## src/rtl/npcg_toggle_pm_arbiter_pkg.sv

```systemverilog
// Shared definitions for the NPCG primitive-manager arbiter: state encoding
// and the lowest-index priority encoder used for ownership capture.
package npcg_toggle_pm_arbiter_pkg;

  typedef enum logic {
    S_IDLE  = 1'b0,
    S_OWNED = 1'b1
  } arb_state_t;

  localparam int MAX_CLIENTS = 32;

  // Isolates the lowest set bit; index 0 carries the highest priority.
  function automatic logic [MAX_CLIENTS-1:0] lowest_onehot(input logic [MAX_CLIENTS-1:0] v);
    return v & (~v + 1'b1);
  endfunction

  function automatic logic multi_hot(input logic [MAX_CLIENTS-1:0] v);
    return |(v & (v - 1'b1));
  endfunction

endpackage

```

## src/rtl/npcg_pm_onehot_mux.sv

```systemverilog
// AND-OR one-hot selector of one W-bit field out of N flattened client slices.
// An all-zero select yields zero, which gives the idle output value for free.
module npcg_pm_onehot_mux #(
  parameter int W = 8,
  parameter int N = 4
) (
  input  logic [N-1:0]   i_sel,
  input  logic [N*W-1:0] i_data,
  output logic [W-1:0]   o_data
);

  always_comb begin
    o_data = '0;
    for (int k = 0; k < N; k++)
      o_data = o_data | (i_data[k*W +: W] & {W{i_sel[k]}});
  end

endmodule

```

## src/rtl/npcg_toggle_pm_arbiter.sv

```systemverilog
// Single-owner arbiter sharing the PM command/write port among NPCG clients.
// Ownership spans start pulse .. last-step pulse, with direct handover.
module npcg_toggle_pm_arbiter
  import npcg_toggle_pm_arbiter_pkg::*;
#(
  parameter int NumberOfWays    = 4,
  parameter int NumberOfClients = 4
) (
  input  logic                                  iSystemClock,
  input  logic                                  iReset,
  input  logic [NumberOfClients-1:0]            iClientStart,
  input  logic [NumberOfClients-1:0]            iClientLastStep,
  input  logic [8*NumberOfClients-1:0]          iClientPCommand,
  input  logic [3*NumberOfClients-1:0]          iClientPCommandOption,
  input  logic [NumberOfWays*NumberOfClients-1:0] iClientTargetWay,
  input  logic [16*NumberOfClients-1:0]         iClientNumOfData,
  input  logic [NumberOfClients-1:0]            iClientCASelect,
  input  logic [8*NumberOfClients-1:0]          iClientCAData,
  input  logic [32*NumberOfClients-1:0]         iClientWriteData,
  input  logic [NumberOfClients-1:0]            iClientWriteLast,
  input  logic [NumberOfClients-1:0]            iClientWriteValid,
  output logic [NumberOfClients-1:0]            oClientWriteReady,
  output logic [7:0]                            oPM_PCommand,
  output logic [2:0]                            oPM_PCommandOption,
  output logic [NumberOfWays-1:0]               oPM_TargetWay,
  output logic [15:0]                           oPM_NumOfData,
  output logic                                  oPM_CASelect,
  output logic [7:0]                            oPM_CAData,
  output logic [31:0]                           oPM_WriteData,
  output logic                                  oPM_WriteLast,
  output logic                                  oPM_WriteValid,
  input  logic                                  iPM_WriteReady,
  output logic                                  oCMDAllow,
  output logic [NumberOfClients-1:0]            oOwner,
  output logic                                  oCollision,
  output logic [15:0]                           oOpCount
);

  localparam int N = NumberOfClients;

  arb_state_t r_state, w_state_nxt;
  logic [N-1:0] r_owner, w_owner_nxt;
  logic         r_collision, w_collision_set;
  logic [15:0]  r_opcount;
  logic         w_count_inc;

  logic [N-1:0] w_other_start;
  logic         w_owner_last;

  assign w_other_start = iClientStart & ~r_owner;
  assign w_owner_last  = (r_state == S_OWNED) && |(iClientLastStep & r_owner);

  always_comb begin
    w_state_nxt     = r_state;
    w_owner_nxt     = r_owner;
    w_collision_set = 1'b0;
    w_count_inc     = 1'b0;
    oCMDAllow       = 1'b0;
    unique case (r_state)
      S_IDLE: begin
        oCMDAllow = 1'b1;
        if (|iClientStart) begin
          w_state_nxt     = S_OWNED;
          w_owner_nxt     = N'(lowest_onehot(MAX_CLIENTS'(iClientStart)));
          w_collision_set = multi_hot(MAX_CLIENTS'(iClientStart));
        end
      end
      S_OWNED: begin
        // A restart from the owner itself is always a protocol error.
        w_collision_set = |(iClientStart & r_owner);
        if (w_owner_last) begin
          oCMDAllow   = 1'b1;
          w_count_inc = 1'b1;
          if (|w_other_start) begin
            w_owner_nxt = N'(lowest_onehot(MAX_CLIENTS'(w_other_start)));
            if (multi_hot(MAX_CLIENTS'(w_other_start)))
              w_collision_set = 1'b1;
          end else begin
            w_state_nxt = S_IDLE;
            w_owner_nxt = '0;
          end
        end else if (|iClientStart) begin
          w_collision_set = 1'b1;
        end
      end
      default: begin
        w_state_nxt = S_IDLE;
        w_owner_nxt = '0;
      end
    endcase
  end

  always_ff @(posedge iSystemClock) begin
    if (iReset) begin
      r_state     <= S_IDLE;
      r_owner     <= '0;
      r_collision <= 1'b0;
      r_opcount   <= '0;
    end else begin
      r_state     <= w_state_nxt;
      r_owner     <= w_owner_nxt;
      r_collision <= r_collision | w_collision_set;
      if (w_count_inc)
        r_opcount <= r_opcount + 16'd1;
    end
  end

  assign oOwner            = r_owner;
  assign oCollision        = r_collision;
  assign oOpCount          = r_opcount;
  assign oClientWriteReady = r_owner & {N{iPM_WriteReady}};

  npcg_pm_onehot_mux #(.W(8),  .N(N)) u_mux_pcmd (.i_sel(r_owner), .i_data(iClientPCommand),       .o_data(oPM_PCommand));
  npcg_pm_onehot_mux #(.W(3),  .N(N)) u_mux_popt (.i_sel(r_owner), .i_data(iClientPCommandOption), .o_data(oPM_PCommandOption));
  npcg_pm_onehot_mux #(.W(NumberOfWays), .N(N)) u_mux_way (.i_sel(r_owner), .i_data(iClientTargetWay), .o_data(oPM_TargetWay));
  npcg_pm_onehot_mux #(.W(16), .N(N)) u_mux_nod  (.i_sel(r_owner), .i_data(iClientNumOfData),      .o_data(oPM_NumOfData));
  npcg_pm_onehot_mux #(.W(1),  .N(N)) u_mux_cas  (.i_sel(r_owner), .i_data(iClientCASelect),       .o_data(oPM_CASelect));
  npcg_pm_onehot_mux #(.W(8),  .N(N)) u_mux_cad  (.i_sel(r_owner), .i_data(iClientCAData),         .o_data(oPM_CAData));
  npcg_pm_onehot_mux #(.W(32), .N(N)) u_mux_wd   (.i_sel(r_owner), .i_data(iClientWriteData),      .o_data(oPM_WriteData));
  npcg_pm_onehot_mux #(.W(1),  .N(N)) u_mux_wl   (.i_sel(r_owner), .i_data(iClientWriteLast),      .o_data(oPM_WriteLast));
  npcg_pm_onehot_mux #(.W(1),  .N(N)) u_mux_wv   (.i_sel(r_owner), .i_data(iClientWriteValid),     .o_data(oPM_WriteValid));

endmodule

```

## config.mk

```make
export PLATFORM = sky130hd
export DESIGN_NAME = npcg_toggle_pm_arbiter
export DESIGN_NICKNAME = d
export VERILOG_FILES = /design/src/rtl/npcg_toggle_pm_arbiter_pkg.sv /design/src/rtl/npcg_pm_onehot_mux.sv /design/src/rtl/npcg_toggle_pm_arbiter.sv
export SDC_FILE = /design/constraint.sdc
export NUM_CORES = 1
export LEC_CHECK = 0
export BUFFER_PORTS_ARGS = -buffer_cell sky130_fd_sc_hd__buf_4
export CAP_MARGIN = 20
export CORE_AREA = 8 8 153 155
export DETAILED_ROUTE_END_ITERATION = 10
export DIE_AREA = 0 0 161 163
export GPL_TIMING_DRIVEN = 0
export SYNTH_ARGS = -nofsm -noshare
export SYNTH_HDL_FRONTEND = slang
export SYNTH_SLANG_ARGS = --single-unit
```

## constraint.sdc

```tcl
create_clock -name iSystemClock -period 2.6 [get_ports iSystemClock]
set_input_delay 0.13 -clock iSystemClock [delete_from_list [all_inputs] [get_ports iSystemClock]]
set_output_delay 0.13 -clock iSystemClock [all_outputs]
set_load 0.05 [all_outputs]
```

## Yosys cells after proc, flatten, opt, wreduce, memory -nomap -nowiden

Index checks and enable logic that the tools add are counted.
Widths: inputs -> output; s select.

- Logic and storage cells: 112
- Bits in registers: 22
- Bits of input ports: 307

- Equality and inequality tests: 2
- $add $sub $neg: 5
- Reduce and logical (&&, ||, !) cells: 8
- Bitwise logic cells: 76
- Mux-type cells: 17

Operator list:

| cell | number |
|---|---|
| $and 32x32->32 | 4 |
| $or 32x32->32 | 3 |
| $and 16x16->16 | 4 |
| $and 4x32->32 | 2 |
| $and 8x8->8 | 8 |
| $reduce_or 32->1 | 2 |
| $or 16x16->16 | 3 |
| $or 8x8->8 | 6 |
| $and 4x4->4 | 10 |
| $add 16x1->16 const B | 1 |
| $reduce_or 4->1 | 4 |
| $and 1x1->1 | 12 |
| $and 3x3->3 | 4 |
| $mux 4 | 3 |
| $not 4->4 | 3 |
| $or 4x4->4 | 3 |
| $mux 1 | 10 |
| $or 1x1->1 | 10 |
| $sub 4x1->5 const B | 2 |
| $or 3x3->3 | 3 |
| $add 4x1->4 const B | 2 |
| $pmux 4 s2 | 1 |
| $pmux 1 s2 | 3 |
| $ne 2x1->1 const B | 1 |
| other kinds (4) | 4 |

## Logic depth before layout (Yosys ltp)

- Word-level depth: 10
- Gate-level depth with buffers: 6
- Gate-level depth less buffers: 5

## Cells and area by module

A second synthesis with hierarchy kept.

- Cells, all modules: 387
- Area total of the unflattened synthesis: 2829.0 µm²

Modules (own cells, without submodules):

| module | seq. area each (µm²) | area each (µm²) | cells each | instances |
|---|---|---|---|---|
| npcg_toggle_pm_arbiter | 440.4 | 1201.2 | 137 | 1 |
| npcg_pm_onehot_mux at u_mux_wd | 0.0 | 705.7 | 108 | 1 |
| npcg_pm_onehot_mux at u_mux_nod | 0.0 | 394.1 | 56 | 1 |
| npcg_pm_onehot_mux at u_mux_cad ... | 0.0 | 170.2 | 28 | 2 |
| npcg_pm_onehot_mux at u_mux_way | 0.0 | 75.1 | 12 | 1 |
| npcg_pm_onehot_mux at u_mux_cas ... | 0.0 | 18.8 | 3 | 3 |
| npcg_pm_onehot_mux at u_mux_popt | 0.0 | 56.3 | 9 | 1 |

## Worst setup path before layout

Ideal clock, no wire load.

- Path type: reg-to-output
- Start: register r_owner[0], in the netlist oOwner[0]
- End: output port oPM_CAData[0]
- Slack: 551 ps
- Arrival time: 1919 ps
- Stages on the path, launching flop included: 6
- Data required time: 2470 ps
- Cell sequence: dfxtp_1 buf_2 clkbuf_1 buf_1 a22oi_1 nand2_1

- Cells in the longest elaborated chain, start to end: 4

RTL lines:

| item | line | RTL |
|---|---|---|
| start: declaration | npcg_toggle_pm_arbiter.sv:42 | `logic [N-1:0] r_owner, w_owner_nxt;` |
| start signal: assignment | npcg_toggle_pm_arbiter.sv:101 | `r_owner <= w_owner_nxt;` |
| $and 8x8->8 | npcg_pm_onehot_mux.sv:15 | `o_data = o_data \| (i_data[k*W +: W] & {W{i_sel[k]}});` |
| $or 8x8->8 (3 in series) | npcg_pm_onehot_mux.sv:15 |  |
| end: declaration | npcg_toggle_pm_arbiter.sv:28 | `output logic [7:0] oPM_CAData,` |

No other way between the ends.

## Worst setup path in the final report

- Start: register r_owner[1], in the netlist oOwner[1]
- End: output port oPM_CAData[7]

Same word-level chain as after synthesis.

==> impl_metrics.ini <==
[run_status]
outcome = finished, final reports clean

[critical_path]
start_kind = register
cpPeakStageDelay_ns = 0.60
required_ns = 2.47
setup.worst_path.start = oOwner[1]
r2r_start = oOwner[0]
r2r_slack_ns = 0.42
cp_data_arrival_time_ns = 2.28
cp_cell_sequence = buf_2 > buf_1 > a22oi_1 > nand2_1 > buf_4
slowest_stage = buf_1
critPathCaptureType = output pin
cp_top_family = buffers and inverters
worst-path-buf-inv = 3
cp_max_fo = 18
worst-setup-path-type = reg2out

[logic_synthesis]
ys_async_sr_fraction_pct = 0
netlist_instances = 402
ys_warn_count = 0
synth_cell_types = 48
ys_ff_latch = 22
syn_area_mm2 = 0.002796
synthFlopType = dfxtp_1
ys_seq_area_share_pct = 15.75
mappedNetlistNets = 710
synth_edf_count = 0
syn_area_per_cell_um2 = 6.956

[cts]
clk_path_buf_depth = 2
clock_latency_ns = 0.26
cts_num_sinks = 22
root_buffer = clkbuf_16
ctsHoldBuffers = 0
cts_resized = 0
post_cts.repair.setup_buffers = 0
cts_htree_levels = 1
numCtsBuffers = 3
cts.clk_slew.worst_paths_ns = 0.06
cts_tree = yes

[floorplanning]
die_h_um = 163
dieArea_mm2 = 0.02624
num_io_pins = 407
die_x_um = 161
rows = 53
initial_core_util_pct = 13.43
core_area_mm2 = 0.02082

[grt]
grt_use_total_pct = 15.26
grt_pass1_vias = 5129
grt_max_degree = 19
grt_overflow = 0
grt_pass1_wl_mm = 31.47
antenna_found_initial = 0

[timing]
skew_ns = 0.005410
finalCriticalPeriod_ns = 2.411
maxSlewViolCount = 0
max_freq_mhz = 414.8
finalHoldViolCount = 0
timing.setup.tns_ns = 0
rsz0062_at_grt = false
worst_pin_slew_ns = 0.7694
finalSetupViolCount = 0
fin_crit_sh_pct = 92.73
relSlewSlack_pct = 48.71

[layout]
fin_area_mm2 = 0.006259
synthToLayoutAreaGrowth_pct = 123.8
final_nets = 1117
antennaDiodeCount = 0
drive_gt1_share_pct = 52.35

[flow_run]
drv_cap = 0

[drt]
vias = 4953
viasPerCell = 4.573
first_pass_iters = 7
detail_route.wl_per_cell_um = 20.59
drc = 0
drt_iter0_drc = 479
antenna_left = 0
finalWirelength_mm = 22.30

[hold_path]
hp-class = in2reg
holdCritStartpoint = iClientStart[1]

[placement]
io_buffer_count = 405
dpl_cell_area_mm2 = 0.006181
dpl.hpwl_mm = 19.07
gp_congestion = 0.8473

[power_and_ir_drop]
p_leak_uw = 0.003140
ir_drop_uv = 234.0
powerDensity_mw_per_mm2 = 334.6
[worst reg2reg max path: stages (launching register included)]
cell       delay [ns]
dfxtp_1          0.34
buf_2            0.44
a22o_4           0.22
buf_6            0.13
o2111ai_4        0.17
nor4_1           0.40
mux2_2           0.37
[report_power, final]
part	switching, uW	total, uW	internal, uW
Combinational	823	1390	566
Sequential	5.31	350	344
Clock	121	356	235
[flip-flops by register name, summed over array words and instances, names as in the netlist]
name        cells
oCollision      1
r_state         1
oOpCount       16
oOwner          4
[synth_stat cells, drive strengths merged, types with 2 or more instances]
master   count  area (um2)
nor2        13       48.80
a22o         2       35.03
clkbuf      22       82.58
nand2b       4       25.02
a21boi       2       15.01
o31ai        3       22.52
inv          5       18.77
nor3         2       10.01
a22oi      150        1126
and2         6       37.54
or4          4       30.03
a21oi       10       50.05
xor2         5       43.79
or3          7       43.79
nand3        2       10.01
o21ai        7       35.03
nand4b       2       17.52
mux2i        4       40.04
nor2b        2       12.51
o2111ai      5       67.57
buf         21       105.1
and3         2       12.51
nand2       82       307.8
dfxtp       22       440.4
[placed cells by master, fill, tap and decap left out, drive strengths merged, types with 2 or more instances in the layout]
cell type / synthesis / routed
mux2i: 4 / 4
a22o: 2 / 2
nand4b: 2 / 2
o31ai: 3 / 3
o2111ai: 5 / 5
a21boi: 2 / 2
nor2: 13 / 13
nand3: 2 / 2
nand2: 82 / 82
a21oi: 10 / 10
and3: 2 / 2
dfxtp: 22 / 22
buf: 21 / 425
or4: 4 / 4
and2: 6 / 6
nor2b: 2 / 2
a22oi: 150 / 150
clkbuf: 22 / 24
xor2: 5 / 5
or3: 7 / 7
o21ai: 7 / 7
inv: 5 / 5
nand2b: 4 / 4
nor3: 2 / 2
[metal layers]
layer  vias to the layer above  routed length [um]  GRT usage (%)
li1                       2390                   -              -
met1                      2250                8738          17.46
met2                       301               11140          27.43
met3                        12                2157          5.308
met4                         0                 258          2.189
met5                         -                   0              0
[metrics by stage]
stage	instances	util (%)	power, uW	worst slack (ns)	hold slack [ns]
final	1083	30.06	2094	0.1889	0.2124
after global routing	1083	30.06	2190	0.02580	0.2804
after CTS	1085	30.09	2113	0.004327	0.2076
after detailed placement	1082	29.68	1756	0.2604	0.4812
after global placement	1082	29.68	1752	0.2331	0.4785
after floorplan	402	-	1072	0.5511	0.3007
[final timing paths]
check,cells past startpoint,end
worst max register to register,6,oOpCount[15]
worst max-delay path,5,oPM_CAData[7]
worst min-delay path,3,r_state
worst min register to register,2,oOpCount[14]
[layout make-up]
type                    instances  area [um2]
fillers                      2301       14560
inverters                       5       18.77
flip-flops and latches         22       440.4
plain buffers                  40       176.4
well taps                     275       344.1
clock buffers                   4       88.84
multi-input cells             332        2150
repair buffers                405        3040
[repair_timing]
action | 4_1_cts | 5_1_grt
gates cloned | 0 | 0
setup endpoints to repair | 1 | 33
hold endpoints to repair | 0 | 0
[logic make-up after synthesis]
logic type,Yosys count,synth area share (%)
and+or+nand+nor,130,20.94
adders and majority gates,2,0.8053
AOI/OAI and AO/OA,189,51.41
DFF,22,15.75
muxes,5,1.834
xor gates and xnor gates,6,1.879
buffers and inverters,48,7.382
Note: power is estimated with default switching activity, not from simulation.
